==> config.mk <==
export PLATFORM = sky130hd
export DESIGN_NAME = bank_op_sequencer
export DESIGN_NICKNAME = d
export VERILOG_FILES = /design/src/rtl/bank_op_sequencer.sv
export SDC_FILE = /design/constraint.sdc
export NUM_CORES = 1
export LEC_CHECK = 0
export CELL_PAD_IN_SITES_DETAIL_PLACEMENT = 1
export CELL_PAD_IN_SITES_GLOBAL_PLACEMENT = 1
export CORE_MARGIN = 2
export CORE_UTILIZATION = 34
export DETAILED_ROUTE_END_ITERATION = 16
export PLACE_DENSITY = 0.87
export SYNTH_ARGS = -nofsm -noshare
export SYNTH_HDL_FRONTEND = slang
export SYNTH_SLANG_ARGS = --single-unit
export TNS_END_PERCENT = 10
==> constraint.sdc <==
create_clock -name clk -period 4.1 [get_ports clk]
set_clock_uncertainty 0.2 [all_clocks]
set_input_delay 0.82 -clock clk [delete_from_list [all_inputs] [get_ports clk]]
set_output_delay 0.82 -clock clk [all_outputs]
set_load 0.02 [all_outputs]
==> src/rtl/bank_op_sequencer.sv <==
// Register-bank operation sequencer: read two operands, hand them to the ALU, write the result back.
// Optional result timeout enabled by defining BANK_SEQ_TIMEOUT_EN.
module bank_op_sequencer #(
    parameter int DW          = 24,
    parameter int AW          = 5,
    parameter int TIMEOUT_CYC = 255
) (
    input  logic          clk,
    input  logic          rst_n,
    input  logic          cmd_valid,
    output logic          cmd_ready,
    input  logic [AW-1:0] cmd_src_a,
    input  logic [AW-1:0] cmd_src_b,
    input  logic [AW-1:0] cmd_dst,
    input  logic          cmd_wb_en,
    output logic [AW-1:0] bank_dira,
    output logic [AW-1:0] bank_dirb,
    output logic          bank_write,
    output logic [DW-1:0] bank_data,
    input  logic [DW-1:0] bank_a,
    input  logic [DW-1:0] bank_b,
    output logic          alu_valid,
    input  logic          alu_ready,
    output logic [DW-1:0] alu_a,
    output logic [DW-1:0] alu_b,
    input  logic          res_valid,
    output logic          res_ready,
    input  logic [DW-1:0] res_data,
    output logic          done,
    output logic          err
);

    typedef enum logic [2:0] {
        IDLE     = 3'd0,
        FETCH    = 3'd1,
        ISSUE    = 3'd2,
        WAIT_RES = 3'd3,
        WB       = 3'd4
    } state_t;

    state_t        r_state;
    logic [AW-1:0] r_dira;
    logic [AW-1:0] r_dirb;
    logic [AW-1:0] r_dst;
    logic          r_wb_en;
    logic          r_write;
    logic [DW-1:0] r_data;
    logic          r_alu_valid;
    logic [DW-1:0] r_alu_a;
    logic [DW-1:0] r_alu_b;
    logic          r_res_ready;
    logic          r_done;
    logic          w_alu_hs;
    logic          w_res_hs;

    assign w_alu_hs = r_alu_valid & alu_ready;
    assign w_res_hs = res_valid & r_res_ready;

`ifdef BANK_SEQ_TIMEOUT_EN
    localparam int CW = ($clog2(TIMEOUT_CYC + 1) > 8) ? $clog2(TIMEOUT_CYC + 1) : 8;
    logic [CW-1:0] r_tcnt;
    logic          r_err;
    logic          w_tmo;

    assign w_tmo = (r_tcnt == CW'(TIMEOUT_CYC - 1));
    assign err   = r_err;
`else
    assign err   = 1'b0;
`endif

    always_ff @(posedge clk or negedge rst_n) begin
        if (!rst_n) begin
            r_state     <= IDLE;
            r_dira      <= '0;
            r_dirb      <= '0;
            r_dst       <= '0;
            r_wb_en     <= 1'b0;
            r_write     <= 1'b0;
            r_data      <= '0;
            r_alu_valid <= 1'b0;
            r_alu_a     <= '0;
            r_alu_b     <= '0;
            r_res_ready <= 1'b0;
            r_done      <= 1'b0;
`ifdef BANK_SEQ_TIMEOUT_EN
            r_tcnt      <= '0;
            r_err       <= 1'b0;
`endif
        end else begin
            r_done  <= 1'b0;
            r_write <= 1'b0;
`ifdef BANK_SEQ_TIMEOUT_EN
            r_err   <= 1'b0;
`endif
            case (r_state)
                IDLE: begin
                    if (cmd_valid) begin
                        r_dira  <= cmd_src_a;
                        r_dirb  <= cmd_src_b;
                        r_dst   <= cmd_dst;
                        r_wb_en <= cmd_wb_en;
                        r_state <= FETCH;
                    end
                end
                FETCH: begin
                    r_alu_a     <= bank_a;
                    r_alu_b     <= bank_b;
                    r_alu_valid <= 1'b1;
                    r_state     <= ISSUE;
                end
                ISSUE: begin
                    if (w_alu_hs) begin
                        r_alu_valid <= 1'b0;
                        r_res_ready <= 1'b1;
                        r_state     <= WAIT_RES;
`ifdef BANK_SEQ_TIMEOUT_EN
                        r_tcnt      <= '0;
`endif
                    end
                end
                WAIT_RES: begin
                    // dira switches to the destination only now, after operands are captured
                    if (w_res_hs) begin
                        r_res_ready <= 1'b0;
                        r_data      <= res_data;
                        r_dira      <= r_dst;
                        r_write     <= r_wb_en;
                        r_done      <= 1'b1;
                        r_state     <= WB;
                    end
`ifdef BANK_SEQ_TIMEOUT_EN
                    else if (w_tmo) begin
                        r_res_ready <= 1'b0;
                        r_err       <= 1'b1;
                        r_state     <= IDLE;
                    end else begin
                        r_tcnt <= r_tcnt + 1'b1;
                    end
`endif
                end
                WB: begin
                    r_state <= IDLE;
                end
                default: begin
                    r_state <= IDLE;
                end
            endcase
        end
    end

    assign cmd_ready  = rst_n & (r_state == IDLE);
    assign bank_dira  = r_dira;
    assign bank_dirb  = r_dirb;
    assign bank_write = r_write;
    assign bank_data  = r_data;
    assign alu_valid  = r_alu_valid;
    assign alu_a      = r_alu_a;
    assign alu_b      = r_alu_b;
    assign res_ready  = r_res_ready;
    assign done       = r_done;

endmodule
==> flow_metrics.tcl <==
set metrics [dict create \
    outcome "completed" \
    viasPerCell 4.618 \
    dr_total_vias 2549 \
    dp.cells 536 \
    setup_viol 0 \
    total_leakage_power_nw 2.428 \
    diodes 0 \
    areaGrowthSynthToFinish_pct 56.93 \
    p_per_area_nw_per_um2 787.0 \
    hold_violations 0 \
    drive_gt1_share_pct 28.40 \
    grt_usage_pct 16.52 \
    grt_max_degree 69 \
    final_cells 552 \
    num_rows 38 \
    cts_buffer_depth 2 \
    dpl-instance-area_um2 5670 \
    worst_slack_ns 1.139 \
    cts_root_buffer "clkbuf_8" \
    grt_overflow 0 \
    arrival_ns 1.94 \
    grt_pass1_wl_mm 15.01 \
    numClockSinks 95 \
    ys_warn_count 0 \
    antenna_found_initial 0 \
    htreeDepth 3 \
    worst_pin_slew_ns 0.8495 \
    min_period_over_period_pct 72.22 \
    max-slew-margin-rel_pct 43.37 \
    yosys_register_bits 95 \
    syn_inst 225 \
    die_area_um2 11900 \
    hold_path_class "input port to async pin" \
    syn_area_per_cell_um2 16.69 \
    ios 181 \
    drc_errors 0 \
    end_kind "primary output" \
    dp_hpwl_mm 7.205 \
    period_minus_slack_ns 2.961 \
    drt_pass1_iterations 3 \
    power_mw 4.639 \
    reg2reg_depth 3 \
    path_class "flop to primary output" \
    ctsHoldBuffers 0 \
    cap_violations 0 \
    post_cts_resize_count 0 \
    peakVddDrop_v 0.0003226 \
    nNetsFinal 500 \
    yosys.area.top_type_share_pct 63.29 \
    synth_cell_type_count 22 \
    first_global_vias 2875 \
    synth_area_leaders "dfrtp_1 (63%), mux2_2 (23%), mux2_4 (6.8%), buf_6 (0.90%), buf_4 (0.80%)" \
    rsz0062_at_grt "false" \
    timing.rr.end "alu_b[12]" \
    clk_pin_slew_ns 0.10 \
    timing.fmax_mhz 337.7 \
    reg2reg_slack_ns 2.04 \
    ant_nets 0 \
    cts_tree "done" \
    postCtsSetupBuffers 0 \
    r2r-start "r_state[0]" \
    place_congestion 0.7146 \
    port_buffers 179 \
    required_ns 3.08 \
    dpl_worst_slack_ns 1.120 \
    core-area_um2 10790 \
    die_w_um 109.1 \
    post_drt_wl_per_cell_um 17.45 \
    critPathLaunchType "flop" \
    clk_latency_ns 0.35 \
    crit_path_max_fanout 9 \
    synth_sequential_area_ratio_pct 63.29 \
    start_util_pct 34.80 \
    fin_area_um2 5894 \
    synth_area_leader_cell "dfrtp_1" \
    slew_violations 0 \
    tns_ns 0 \
    drt_iter0_markers 76 \
    synth.net_count 318 \
    die_height_um 109.1 \
    drt_wl_total_mm 9.632 \
    cts_buffers 9 \
    fill_cells 1076 \
    syn_area_um2 3756 \
]
-- critical path, stage by stage (launching register included) --
cell	delay [ns]
dfrtp_1	0.52
nor3_1	0.30
and2_1	0.17
clkdlybuf4s50_1	0.60
-- power by group --
group / switching [mW] / leakage [nW] / total (mW) / internal (mW)
Sequential: 0.275 / 1.13 / 1.67 / 1.40
Clock: 0.312 / 0.114 / 0.689 / 0.377
Combinational: 0.994 / 1.18 / 2.28 / 1.28
Total: 1.58 / 2.43 / 4.64 / 3.06
-- layout by cell type (no fill, tap or decap), types with 2 or more instances in the layout --
master | netlist | routed
a21oi_1 | 3 | 3
and2_1 | 4 | 4
buf_4 | 4 | 5
bufinv_16 | 0 | 2
clkbuf_1 | 0 | 2
clkbuf_8 | 0 | 11
clkdlybuf4s50_1 | 0 | 178
dfrtp_1 | 95 | 95
mux2_2 | 76 | 76
mux2_4 | 17 | 17
nor2_1 | 2 | 2
nor2b_1 | 3 | 2
o21ai_0 | 2 | 2
-- Yosys cell counts, drive strengths merged --
cell and instances:
dfrtp 95, mux2 93, buf 12, a21oi 4
and2 4, nor2b 3, nor2 2, o21ai 2
a21bo 1, and3 1, conb 1, inv 1
nand3b 1, nand4 1, nor3 1, nor3b 1
o211a 1, or3b 1
-- per-layer routing --
layer / share of wire (%) / vias to the layer above / GRT usage [%]
li1: - / 1150 / -
met1: 38 / 1287 / 19.05
met3: 8.5 / 10 / 4.901
met4: 0.98 / 0 / 5.220
met2: 53 / 102 / 29.33
met5: 0 / - / 0
-- final cells by class --
type | instances | area (µm²) | share of cell area, %
clock buffers | 13 | 158.9 | 2.696
clock inverters | 3 | 65.06 | 1.104
inverters | 1 | 3.754 | 0.06368
multi-input cells | 117 | 1295 | 21.97
flip-flops and latches | 95 | 2377 | 40.33
well taps | 140 | 175.2 | 2.972
repair buffers | 183 | 1819 | 30.86
-- worst max-delay path by stage --
stage                     from      endpoint  slack (ns)  depth (start not counted)
detailed placement       rst_n     cmd_ready        1.12                          3
finish              r_state[1]     cmd_ready        1.14                          3
CTS                 r_state[1]     cmd_ready        1.09                          3
floorplan            cmd_valid  bank_dira[0]        2.03                          3
global route        r_state[1]     cmd_ready         1.0                          3
global placement         rst_n     cmd_ready        1.13                          3
-- cell families after synthesis --
| kind of cell | synth area share [%] |
|---|---|
| compound gates | 1.632 |
| buf+inv | 2.465 |
| other cells | 0.09984 |
| mux | 29.58 |
| flops | 63.29 |
| simple gates | 2.931 |
-- registers in the layout, indices dropped and copies added, names as in the netlist --
name        cells
alu_a          24
alu_b          24
bank_data      24
bank_dira       5
bank_dirb       5
r_dst           5
r_state         3
alu_valid       1
bank_write      1
done            1
r_wb_en         1
res_ready       1
-- stage by stage --
step	utilization, %	hold WS [ns]
floorplan	-	0.2494
global placement	52.54	0.2703
detailed placement	52.54	0.2931
CTS	54.61	0.1695
global route	54.61	0.1817
finish	54.61	0.1722
No activity file was read; power rests on OpenSTA's default activity.
